===== src/rtl/id_ex_stage.sv =====
// ID/EX pipeline register with ALU operand selection, hazard detection, stall and flush.
// Optional macro ID_EX_FORWARD_EN adds EX/MEM and MEM/WB forwarding; without it, RAW hazards stall.
module id_ex_stage #(
    parameter int DATAWIDTH    = 32,
    parameter int ALUOPWIDTH   = 4,
    parameter int REGADDRWIDTH = 5
) (
    input  logic                    clk,
    input  logic                    rst,
    input  logic                    id_valid,
    input  logic [REGADDRWIDTH-1:0] id_rs1_addr,
    input  logic [REGADDRWIDTH-1:0] id_rs2_addr,
    input  logic [DATAWIDTH-1:0]    id_rs1_data,
    input  logic [DATAWIDTH-1:0]    id_rs2_data,
    input  logic [DATAWIDTH-1:0]    id_imm,
    input  logic                    id_use_imm,
    input  logic [ALUOPWIDTH-1:0]   id_aluop,
    input  logic [REGADDRWIDTH-1:0] id_rd_addr,
    input  logic                    id_rd_we,
    input  logic                    id_is_load,
    input  logic                    stall_in,
    input  logic                    flush,
    input  logic [REGADDRWIDTH-1:0] exm_rd_addr,
    input  logic                    exm_rd_we,
    input  logic                    exm_is_load,
    input  logic [DATAWIDTH-1:0]    exm_result,
    input  logic [REGADDRWIDTH-1:0] mwb_rd_addr,
    input  logic                    mwb_rd_we,
    input  logic [DATAWIDTH-1:0]    mwb_result,
    output logic [DATAWIDTH-1:0]    alu_src1,
    output logic [DATAWIDTH-1:0]    alu_src2,
    output logic [ALUOPWIDTH-1:0]   alu_aluop,
    output logic                    ex_valid,
    output logic [REGADDRWIDTH-1:0] ex_rd_addr,
    output logic                    ex_rd_we,
    output logic                    ex_is_load,
    output logic                    id_stall
);

    logic [REGADDRWIDTH-1:0] ex_rs1_addr;
    logic [REGADDRWIDTH-1:0] ex_rs2_addr;
    logic [DATAWIDTH-1:0]    ex_rs1_data;
    logic [DATAWIDTH-1:0]    ex_rs2_data;
    logic [DATAWIDTH-1:0]    ex_imm;
    logic                    ex_use_imm;
    logic                    hazard;
    logic [DATAWIDTH-1:0]    opnd1;
    logic [DATAWIDTH-1:0]    opnd2;

    // Producer stage load status is not needed: only the EX stage load matters for load-use.
    logic unused_exm_is_load;
    assign unused_exm_is_load = exm_is_load;

`ifdef ID_EX_FORWARD_EN
    logic rs2_used;
    assign rs2_used = !id_use_imm && (ex_rd_addr == id_rs2_addr);
    assign hazard = id_valid && ex_valid && ex_is_load && ex_rd_we && (ex_rd_addr != '0)
                    && ((ex_rd_addr == id_rs1_addr) || rs2_used);

    // NOTE: every output of an always_comb gets a default first, so no path can infer a latch.
    always_comb begin
        opnd1 = ex_rs1_data;
        if (exm_rd_we && (exm_rd_addr == ex_rs1_addr) && (ex_rs1_addr != '0))
            opnd1 = exm_result;
        else if (mwb_rd_we && (mwb_rd_addr == ex_rs1_addr) && (ex_rs1_addr != '0))
            opnd1 = mwb_result;

        opnd2 = ex_rs2_data;
        if (exm_rd_we && (exm_rd_addr == ex_rs2_addr) && (ex_rs2_addr != '0))
            opnd2 = exm_result;
        else if (mwb_rd_we && (mwb_rd_addr == ex_rs2_addr) && (ex_rs2_addr != '0))
            opnd2 = mwb_result;
    end
`else
    logic rs1_need, rs2_need, ex_writes;
    logic rs1_hit, rs2_hit;
    assign rs1_need  = id_rs1_addr != '0;
    assign rs2_need  = !id_use_imm && (id_rs2_addr != '0);
    assign ex_writes = ex_valid && ex_rd_we;
    assign rs1_hit   = (ex_writes && (ex_rd_addr == id_rs1_addr))
                     || (exm_rd_we && (exm_rd_addr == id_rs1_addr));
    assign rs2_hit   = (ex_writes && (ex_rd_addr == id_rs2_addr))
                     || (exm_rd_we && (exm_rd_addr == id_rs2_addr));
    // MEM/WB needs no stall: the register file writes before it is read.
    assign hazard    = id_valid && ((rs1_need && rs1_hit) || (rs2_need && rs2_hit));
    assign opnd1     = ex_rs1_data;
    assign opnd2     = ex_rs2_data;

    logic unused_fwd;
    assign unused_fwd = ^{exm_result, mwb_rd_addr, mwb_rd_we, mwb_result, ex_rs1_addr, ex_rs2_addr};
`endif

    assign alu_src1 = opnd1;
    assign alu_src2 = ex_use_imm ? ex_imm : opnd2;
    assign id_stall = stall_in || (hazard && !flush);

    // NOTE: sequential state uses non-blocking assignments so every register sees pre-edge values.
    always_ff @(posedge clk) begin
        if (rst || flush) begin
            ex_valid    <= 1'b0;
            ex_rs1_addr <= '0;
            ex_rs2_addr <= '0;
            ex_rs1_data <= '0;
            ex_rs2_data <= '0;
            ex_imm      <= '0;
            ex_use_imm  <= 1'b0;
            alu_aluop   <= '0;
            ex_rd_addr  <= '0;
            ex_rd_we    <= 1'b0;
            ex_is_load  <= 1'b0;
        end else if (!stall_in) begin
            if (hazard) begin
                ex_valid   <= 1'b0;
                ex_rd_we   <= 1'b0;
                ex_is_load <= 1'b0;
            end else begin
                ex_valid    <= id_valid;
                ex_rs1_addr <= id_rs1_addr;
                ex_rs2_addr <= id_rs2_addr;
                ex_rs1_data <= id_rs1_data;
                ex_rs2_data <= id_rs2_data;
                ex_imm      <= id_imm;
                ex_use_imm  <= id_use_imm;
                alu_aluop   <= id_aluop;
                ex_rd_addr  <= id_rd_addr;
                ex_rd_we    <= id_rd_we;
                ex_is_load  <= id_is_load;
            end
        end
    end

endmodule


===== config.mk =====
export PLATFORM = sky130hd
export DESIGN_NAME = id_ex_stage
export DESIGN_NICKNAME = d
export VERILOG_FILES = /design/src/rtl/id_ex_stage.sv
export SDC_FILE = /design/constraint.sdc
export NUM_CORES = 1
export LEC_CHECK = 0
export BUFFER_PORTS_ARGS = -buffer_cell sky130_fd_sc_hd__buf_2
export CORE_MARGIN = 2
export CORE_UTILIZATION = 40
export CTS_CLUSTER_DIAMETER = 50
export DETAILED_ROUTE_END_ITERATION = 16
export PLACE_DENSITY = 0.78
export REMOVE_ABC_BUFFERS = 1
export SETUP_SLACK_MARGIN = 0.15
export SYNTH_ARGS = -nofsm -noshare
export SYNTH_HDL_FRONTEND = slang
export SYNTH_SLANG_ARGS = --single-unit

===== constraint.sdc =====
create_clock -name clk -period 2.1 [get_ports clk]
set_input_delay 0.21 -clock clk [delete_from_list [all_inputs] [get_ports clk]]
set_output_delay 0.21 -clock clk [all_outputs]
set_load 0.01 [all_outputs]

==> results of run 1 <==
## Yosys cell counts, types with 2 or more instances
| cell type | instances | area [um^2] |
|---|---|---|
| mux2_2 | 32 | 360.4 |
| clkbuf_1 | 27 | 101.4 |
| xnor2_1 | 2 | 17.52 |
| nor4_1 | 4 | 25.02 |
| xor2_1 | 18 | 157.7 |
| and2_1 | 2 | 12.51 |
| buf_8 | 2 | 30.03 |
| nand2_1 | 215 | 807.0 |
| dfxtp_1 | 109 | 2182 |
| nor3_1 | 2 | 10.01 |
| buf_4 | 9 | 67.56 |
| a31o_2 | 2 | 17.52 |
| a32o_1 | 2 | 20.02 |
| and3_1 | 2 | 12.51 |
| nor2_1 | 5 | 18.77 |
| mux2i_1 | 106 | 1061 |
## critical path, delay by kind of cell, from the launching register on
family | cells | cell delay (ns)
compound gates | 3 | 0.45
xor+xnor | 1 | 0.15
buf+inv | 1 | 0.16
flops | 1 | 0.36
simple gates | 1 | 0.29
## logic make-up (layout without fill, tap and decap cells)
kind of cell           Yosys count  count (layout)  synth area share, %
multiplexers                   138             138                28.63
AO/OA/AOI/OAI                   10              10                1.689
buffers and inverters           39             246                4.234
XOR/XNOR                        20              20                3.528
flip-flops                     109             109                43.95
AND/OR/NAND/NOR                231             231                17.97
## where the power goes
group	switching (mW)	leakage, nW	total, mW	internal [mW]
clock	0.738	0.135	1.60	0.864
sequential	0.0386	0.891	2.18	2.14
combinational	0.306	2.25	0.634	0.328
## final cells by class
| class | count | area [um^2] | area share [%] |
|---|---|---|---|
| Clock buffer | 12 | 256.5 | 3.813 |
| Tap cell | 168 | 210.2 | 3.125 |
| Timing Repair Buffer | 231 | 1404 | 20.87 |
| Sequential cell | 109 | 2195 | 32.63 |
| Multi-Input combinational cell | 399 | 2640 | 39.25 |
| Clock inverter | 3 | 21.27 | 0.3162 |
## state kept, by name (all words and copies together) (netlist names)
| name | flops |
|---|---|
| ex_rs2_data | 32 |
| ex_rd_we | 1 |
| ex_use_imm | 1 |
| alu_src1 | 32 |
| ex_valid | 1 |
| ex_rd_addr | 5 |
| alu_aluop | 4 |
| ex_imm | 32 |
| ex_is_load | 1 |
## metal layers
metal	global-route usage, %	part of all wire [%]	vias to the layer above
li1	-	-	2189
met1	19.60	44	1876
met2	28.46	47	140
met3	6.381	8.3	6
met4	4.096	0.76	0
met5	0	0	-
## cell usage in the layout, fill, tap and decap left out, types with 2 or more instances in the layout
cell type    n
a32o_2       2
nor4_1       2
and3_1       2
nand2_1    215
xor2_2       2
dfxtp_2      4
a31o_2       2
buf_12       9
dfxtp_1    103
clkbuf_16   10
buf_4       12
mux2i_2      2
mux2i_1    104
nor4_2       2
buf_2      205
mux2_2      32
clkbuf_8     2
dfxtp_4      2
nor2_1       4
xnor2_1      2
and2_1       2
nor3_1       2
buf_6        2
xor2_1      16
## worst max path at each step
stage                                from                      endpoint  slack [ns]  cells after the start
2_1_floorplan  ex_rd_addr[3]$_SDFFE_PP0P_       ex_is_load$_SDFFE_PP0N_      -11.15                      5
3_3_place_gp   ex_rd_addr[2]$_SDFFE_PP0P_       ex_imm[24]$_SDFFE_PP0P_        0.10                      7
3_5_place_dp   ex_rd_addr[1]$_SDFFE_PP0P_      alu_src1[4]$_SDFFE_PP0P_        0.05                      7
4_1_cts        ex_rd_addr[1]$_SDFFE_PP0P_                      id_stall        0.10                      6
5_1_grt        ex_rd_addr[3]$_SDFFE_PP0P_  ex_rs2_data[24]$_SDFFE_PP0P_        0.03                      8
6_report       ex_rd_addr[3]$_SDFFE_PP0P_                      id_stall        0.13                      6
## what timing repair did
action | in CTS | in global routing
cloned | 1 | 1
pin swaps | 9 | 7
gates resized for setup | 10 | 9
endpoints found under the setup margin | 77 | 102
setup buffers | 7 | 0
hold buffers | 0 | 0
==> results_dict.tcl, run 1 <==
set metrics [dict create \
    outcome "finished clean" \
    cts_inserted_buffers 9 \
    path_clk_slew_ns 0.07 \
    crit_path_end_kind "output pin" \
    critPathKind "reg2out" \
    via_per_inst 4.567 \
    hp-start "id_rd_we" \
    syn-cell-area_um2 4965 \
    skew_ns 0.009459 \
    required_ns 1.89 \
    startpoint_type "flip-flop" \
    synthArstFlopShare_pct 0 \
    setup_violations 0 \
    dr.pass1.iters 4 \
    die_x_um 115.4 \
    grt_util_all_layers_pct 16.60 \
    fill_cells 1088 \
    hold-worst-slack_ns 0.1054 \
    relSlewSlack_pct 62.17 \
    finalNonFillerCells 922 \
    peakVddDrop_mv 0.4043 \
    pin_count 277 \
    antenna_found_initial 0 \
    min_period_ns 1.967 \
    hold_class "in2reg" \
    antenna_cells 0 \
    rows 40 \
    drive_above_1_share_pct 39.26 \
    cts_tree "built" \
    max_slew.worst_pin.slew_ns 0.5674 \
    htree_levels 3 \
    overflow 0 \
    critPathMaxFanout 3 \
    num_vias 4211 \
    wl_per_cell_um 12.66 \
    cp_data_arrival_time_ns 1.76 \
    slew_viol_final 0 \
    rr_endpoint "alu_src1[12]$_SDFFE_PP0P_" \
    synth_seq_cells 109 \
    clockRootBuffer "clkbuf_16" \
    hold_violations 0 \
    yosysSeqAreaShare_pct 43.95 \
    placed_cell_area_um2 6270 \
    first_global_vias 3904 \
    final_nets 950 \
    first_iter_violations 145 \
    r2r_cells 8 \
    dieArea_um2 13320 \
    dp_cells 898 \
    die_y_um 115.4 \
    leakagePower_nw 3.271 \
    syn-mean-instance-area_um2 9.076 \
    ys_warn_count 0 \
    finalSetupTns_ns 0 \
    drv_cap 0 \
    cts_buffer_depth 2 \
    place_congestion 0.7701 \
    final_util_pct 55.77 \
    fin_area_um2 6726 \
    total_power_mw 4.411 \
    grt_max_degree 146 \
    hold_depth 2 \
    r2r_setup_slack_ns 0.14 \
    dp_hpwl_um 8084 \
    synth_edf_count 0 \
    path_cells "xor2_1 > nor4_2 > a32o_2 > a22oi_2 > o21bai_1 > buf_2" \
    timing.fmax_mhz 508.3 \
    setup_ws_ns 0.1327 \
    start_util_pct 41.16 \
    drc 0 \
    pre_cts_ws_ns 0.05068 \
    regToRegStartpoint "ex_rd_addr[1]$_SDFFE_PP0P_" \
    core-area_um2 12060 \
    critPathSlowestCell "dfxtp_4" \
    grt_pass1_wl_um 17820 \
    cts.sinks 109 \
    cpPeakStageDelay_ns 0.36 \
    clkLatencyLatePin_ns 0.34 \
    syn_inst 547 \
    synth.distinct_cells 24 \
    wirelength_um 11670 \
    min_period_over_period_pct 93.68 \
    rsz0062_at_grt "yes" \
    holdPathEnd "ex_rd_we$_SDFFE_PP0N_" \
    synth-main-ff-cell "dfxtp_1" \
    area_growth_pct 35.48 \
    io_buffers 205 \
    p_per_area_nw_per_um2 655.8 \
    ant_nets 0 \
]
Power figures use the tool's default switching activity.
==> inputs of run 2 (changes only) <==
Settings changed: PLACE_DENSITY 0.78 to 0.84.
==> run 2 against run 1 <==
Effect of this change:
- cell area up 2.8%
- total power grew 5.0%
- die area is the same
- non-clock buffer count is 3 higher
- clock-buffer cell count is 1 lower
- sequential cell count did not move
- register-to-register slack got worse by 0.04 ns
==> results_dict.tcl, run 2 (same netlist as run 1, synthesis figures left out) <==
set metrics [dict create \
    outcome "finished clean" \
    p_per_area_nw_per_um2 669.8 \
    clkLatencyLatePin_ns 0.34 \
    die_y_um 115.4 \
    clockRootBuffer "clkbuf_16" \
    dp_hpwl_um 8143 \
    overflow 0 \
    required_ns 2.37 \
    critPathKind "reg2reg" \
    dieArea_um2 13320 \
    relSlewSlack_pct 68.72 \
    drive_above_1_share_pct 38.81 \
    hold-worst-slack_ns 0.1009 \
    rows 40 \
    regArea_um2 2197 \
    wirelength_um 12280 \
    fin_area_um2 6913 \
    grt_util_all_layers_pct 17.66 \
    peakVddDrop_mv 0.3454 \
    r2r_cells 9 \
    ant_nets 0 \
    num_vias 4337 \
    grt_max_degree 122 \
    core-area_um2 12060 \
    max_slew.worst_pin.slew_ns 0.4692 \
    place_congestion 0.7778 \
    leakagePower_nw 3.364 \
    cp_data_arrival_time_ns 2.26 \
    first_global_vias 4154 \
    pin_count 277 \
    rsz0062_at_grt "yes" \
    cts_inserted_buffers 9 \
    area_growth_pct 39.24 \
    placed_cell_area_um2 6192 \
    cts.sinks 109 \
    startpoint_type "flip-flop" \
    min_period_over_period_pct 95.09 \
    crit_path_end_kind "flip-flop" \
    slew_viol_final 0 \
    io_buffers 205 \
    skew_ns 0.009537 \
    critPathMaxFanout 6 \
    path_clk_slew_ns 0.07 \
    htree_levels 3 \
    fill_cells 1061 \
    start_util_pct 41.16 \
    antenna_cells 0 \
    first_iter_violations 156 \
    dr.pass1.iters 4 \
    setup_violations 0 \
    cts_buffer_depth 2 \
    antenna_found_initial 0 \
    hold_class "in2reg" \
    drv_cap 0 \
    min_period_ns 1.997 \
    mostFrequentLayoutCells "215 x nand2_1, 205 x buf_2, 105 x mux2i_1" \
    final_nets 953 \
    via_per_inst 4.699 \
    die_x_um 115.4 \
    cts_tree "built" \
    timing.fmax_mhz 500.8 \
    final_common_cell "nand2_1" \
    finalSetupTns_ns 0 \
    drc 0 \
    grt_pass1_wl_um 18600 \
    ctsHoldBuffers 0 \
    hold_violations 0 \
    multiInputGateArea_um2 2615 \
    wl_per_cell_um 13.31 \
    hold_depth 2 \
]
-- run 2: changes by cell type in the layout (fill, tap and decap cells not counted), sizes merged --
cell,delta
bufinv,+2
buf,+2
clkinvlp,-1
clkinv,-2
-- run 2: final cells by class --
type	count	share of cell area, %
Multi-Input combinational cell	399	37.83
Sequential cell	109	31.78
Timing Repair Buffer	234	22.97
Clock buffer	11	3.511
Tap cell	168	3.041
Clock inverter	2	0.8688
-- run 2: per-stage QoR --
| stage | util [%] | std cells | power, mW | worst slack (ns) |
|---|---|---|---|---|
| floorplan | - | 508 | 2.661 | -11.15 |
| global placement | 51.34 | 891 | 2.792 | 0.09910 |
| detailed placement | 51.34 | 891 | 2.803 | 0.02818 |
| CTS | 56.27 | 918 | 4.652 | 0.04549 |
| global route | 57.31 | 923 | 4.829 | 0.003404 |
| finish | 57.31 | 923 | 4.630 | 0.1032 |
-- run 2: power by group --
group / internal, mW / total [mW] / leakage (nW) / switching [mW]
Clock: 1.06 / 1.77 / 0.148 / 0.715
Combinational: 0.362 / 0.678 / 2.32 / 0.316
Sequential: 2.14 / 2.18 / 0.892 / 0.0416
-- run 2: worst max-delay path, stage by stage (launching register included) --
cell and delay (ns):
dfxtp_2 0.37, xor2_1 0.19, nor4_2 0.07, a32o_2 0.26, a221oi_4 0.30, buf_12 0.18
buf_12 0.15, buf_12 0.10, buf_12 0.11, mux2i_1 0.19
-- run 2: timing repair --
| action | CTS | global route |
|---|---|---|
| cloned | 6 | 3 |
| gates resized for setup | 16 | 10 |
| endpoints found under the setup margin | 93 | 117 |
| pin swaps | 5 | 3 |
| hold endpoints to repair | 0 | 0 |
| buffers inserted | 8 | 2 |
-- run 2: routing by layer --
metal  wire length (um)  vias up  global-route usage, %
li1                   -     2213                      -
met1               5386     1962                  20.08
met2               5872      146                  31.23
met3                805       16                  4.759
met4                217        0                  7.390
met5                  0        -                      0
-- run 2: path summary, 6_finish.rpt --
check	slack, ns	from	endpoint
setup / recovery	0.10	ex_rd_addr[2]$_SDFFE_PP0P_	ex_rs2_data[22]$_SDFFE_PP0P_
hold / removal	0.10	id_rd_we	ex_rd_we$_SDFFE_PP0N_
hold reg to reg	0.45	ex_rs2_data[27]$_SDFFE_PP0P_	ex_rs2_data[27]$_SDFFE_PP0P_
setup reg to reg	0.10	ex_rd_addr[2]$_SDFFE_PP0P_	ex_rs2_data[22]$_SDFFE_PP0P_
==> inputs of run 3 (changes only) <==
Settings changed: CORE_UTILIZATION 40 to 37, PLACE_DENSITY 0.84 to 0.8.
==> run 3 against run 2 <==
Effect of this change:
- wire length increased by 1.3%
- via count decreased by 0.48%
- critical path depth decreased by 3
- global-route usage decreased by 1.4 points
- critical path type is now reg2out
==> results_dict.tcl, run 3 (same netlist as run 1, synthesis figures left out) <==
set metrics [dict create \
    outcome "finished clean" \
    min_period_ns 1.991 \
    swShare_pct 25.70 \
    setup_violations 0 \
    final_nets 951 \
    hold_violations 0 \
    fill_cells 1230 \
    cts_inserted_buffers 9 \
    dr.pass1.iters 4 \
    first_global_vias 4202 \
    max_slew.worst_pin.slew_ns 0.4154 \
    rr_endpoint "ex_rs2_data[16]$_SDFFE_PP0P_" \
    mostFrequentLayoutCells "215 x nand2_1, 205 x buf_2, 105 x mux2i_1" \
    antenna_found_initial 1 \
    crit_path_end_kind "output pin" \
    regToRegStartpoint "ex_rd_addr[4]$_SDFFE_PP0P_" \
    clkLatencyLatePin_ns 0.35 \
    io_buffers 205 \
    p_clk_share_pct 35.9 \
    critPathMaxFanout 4 \
    critPathSlowestCell "dfxtp_4" \
    area_growth_pct 38.99 \
    rsz0062_at_grt "yes" \
    startpoint_type "flip-flop" \
    hold-worst-slack_ns 0.09512 \
    rows 42 \
    ant_nets 0 \
    cp_data_arrival_time_ns 1.78 \
    drv_cap 0 \
    wl_per_cell_um 13.35 \
    start_util_pct 37.64 \
    p_seq_share_pct 48.9 \
    holdPathEnd "ex_rd_addr[2]$_SDFFE_PP0P_" \
    die_x_um 119.8 \
    p_per_area_nw_per_um2 644.5 \
    dieArea_um2 14360 \
    cts_tree "built" \
    leakagePower_nw 3.332 \
    grt_pass1_wl_um 18730 \
    timing.fmax_mhz 502.2 \
    htree_levels 3 \
    grt_util_all_layers_pct 16.25 \
    final_common_cell "nand2_1" \
    path_clk_slew_ns 0.07 \
    ctsHoldBuffers 0 \
    cts_buffer_depth 2 \
    fin_area_um2 6900 \
    num_vias 4316 \
    p_sw_mw 1.143 \
    cts.sinks 109 \
    drive_above_1_share_pct 39.68 \
    setup_ws_ns 0.1087 \
    hp-start "id_rd_addr[2]" \
    pin_count 277 \
    slew_viol_final 0 \
    path_cells "xor2_2 > nor4_2 > a32o_2 > a22oi_1 > o21bai_1 > buf_2" \
    place_congestion 0.8296 \
    die_y_um 119.8 \
    wirelength_um 12450 \
    critPathKind "reg2out" \
    cpPeakStageDelay_ns 0.37 \
    final_util_pct 52.31 \
    r2r_setup_slack_ns 0.12 \
    via_per_inst 4.631 \
    relSlewSlack_pct 72.31 \
    dp_hpwl_um 8115 \
    pre_cts_ws_ns 0.05612 \
    required_ns 1.89 \
    r2r_cells 8 \
    skew_ns 0.008966 \
    overflow 0 \
    first_iter_violations 158 \
    comb_power_share_pct 15.2 \
    hold_depth 3 \
    drc 0 \
    min_period_over_period_pct 94.82 \
    peakVddDrop_mv 0.5366 \
    hold_class "in2reg" \
    core-area_um2 13190 \
    antenna_cells 0 \
    p_int_mw 3.304 \
    grt_max_degree 105 \
    clockRootBuffer "clkbuf_16" \
    placed_cell_area_um2 6230 \
]
## run 3: final cells by class
class | instances | area, um^2 | share of cell area, %
timing repair buffer | 232 | 1529 | 22.16
sequential | 109 | 2200 | 31.88
clock buffer | 10 | 229.0 | 3.318
tap | 176 | 220.2 | 3.191
clock inverter | 6 | 43.79 | 0.6346
multi-input combinational | 399 | 2679 | 38.82
## run 3: layer usage
layer | up-vias | global-route usage (%) | wire length, um
li1 | 2192 | - | -
met1 | 1966 | 19.13 | 5556
met2 | 143 | 27.54 | 5840
met3 | 13 | 5.989 | 877
met4 | 2 | 5.000 | 160
met5 | - | 0 | 11
## run 3: worst max-delay path by stage
stage,from,to,slack (ns)
final,ex_rd_addr[0]$_SDFFE_PP0P_,id_stall,0.11
after global routing,ex_rd_addr[0]$_SDFFE_PP0P_,id_stall,0.02
after CTS,ex_rd_addr[4]$_SDFFE_PP0P_,id_stall,0.1
after detailed placement,ex_rd_addr[2]$_SDFFE_PP0P_,alu_src1[22]$_SDFFE_PP0P_,0.06
after global placement,ex_rd_addr[2]$_SDFFE_PP0P_,ex_rs2_data[23]$_SDFFE_PP0P_,0.11
after floorplan,ex_rd_addr[3]$_SDFFE_PP0P_,ex_is_load$_SDFFE_PP0N_,-11.15
## run 3: metrics by stage
| step | setup TNS (ns) | instances | power [mW] |
|---|---|---|---|
| 4_1_cts | 0 | 922 | 4.449 |
| 3_3_place_gp | 0 | 901 | 2.800 |
| 3_5_place_dp | 0 | 901 | 2.811 |
| 2_1_floorplan | -1208.20 | 508 | 2.661 |
| 5_1_grt | 0 | 932 | 4.651 |
| 6_report | 0 | 932 | 4.447 |
## run 3: critical path, delay by kind of cell (launching register included)
kind,cells,cell delay [ns]
AO/OA/AOI/OAI,3,0.45
AND/OR/NAND/NOR,1,0.34
buffers and inverters,1,0.14
XOR/XNOR,1,0.14
flip-flops,1,0.37
## run 3: power by group through the flow
stage | clock (mW) | sequential, mW | combinational, mW
global placement | 0 | 2.22 | 0.580
global route | 1.73 | 2.18 | 0.736
finish | 1.60 | 2.17 | 0.678
CTS | 1.65 | 2.17 | 0.624
floorplan | 0 | 2.24 | 0.425
detailed placement | 0 | 2.22 | 0.590
## run 3: repair_timing
action,CTS,global route
setup endpoints to repair,94,88
pin swaps,4,5
gates cloned,2,7
resized for setup,12,18
buffers inserted,3,3
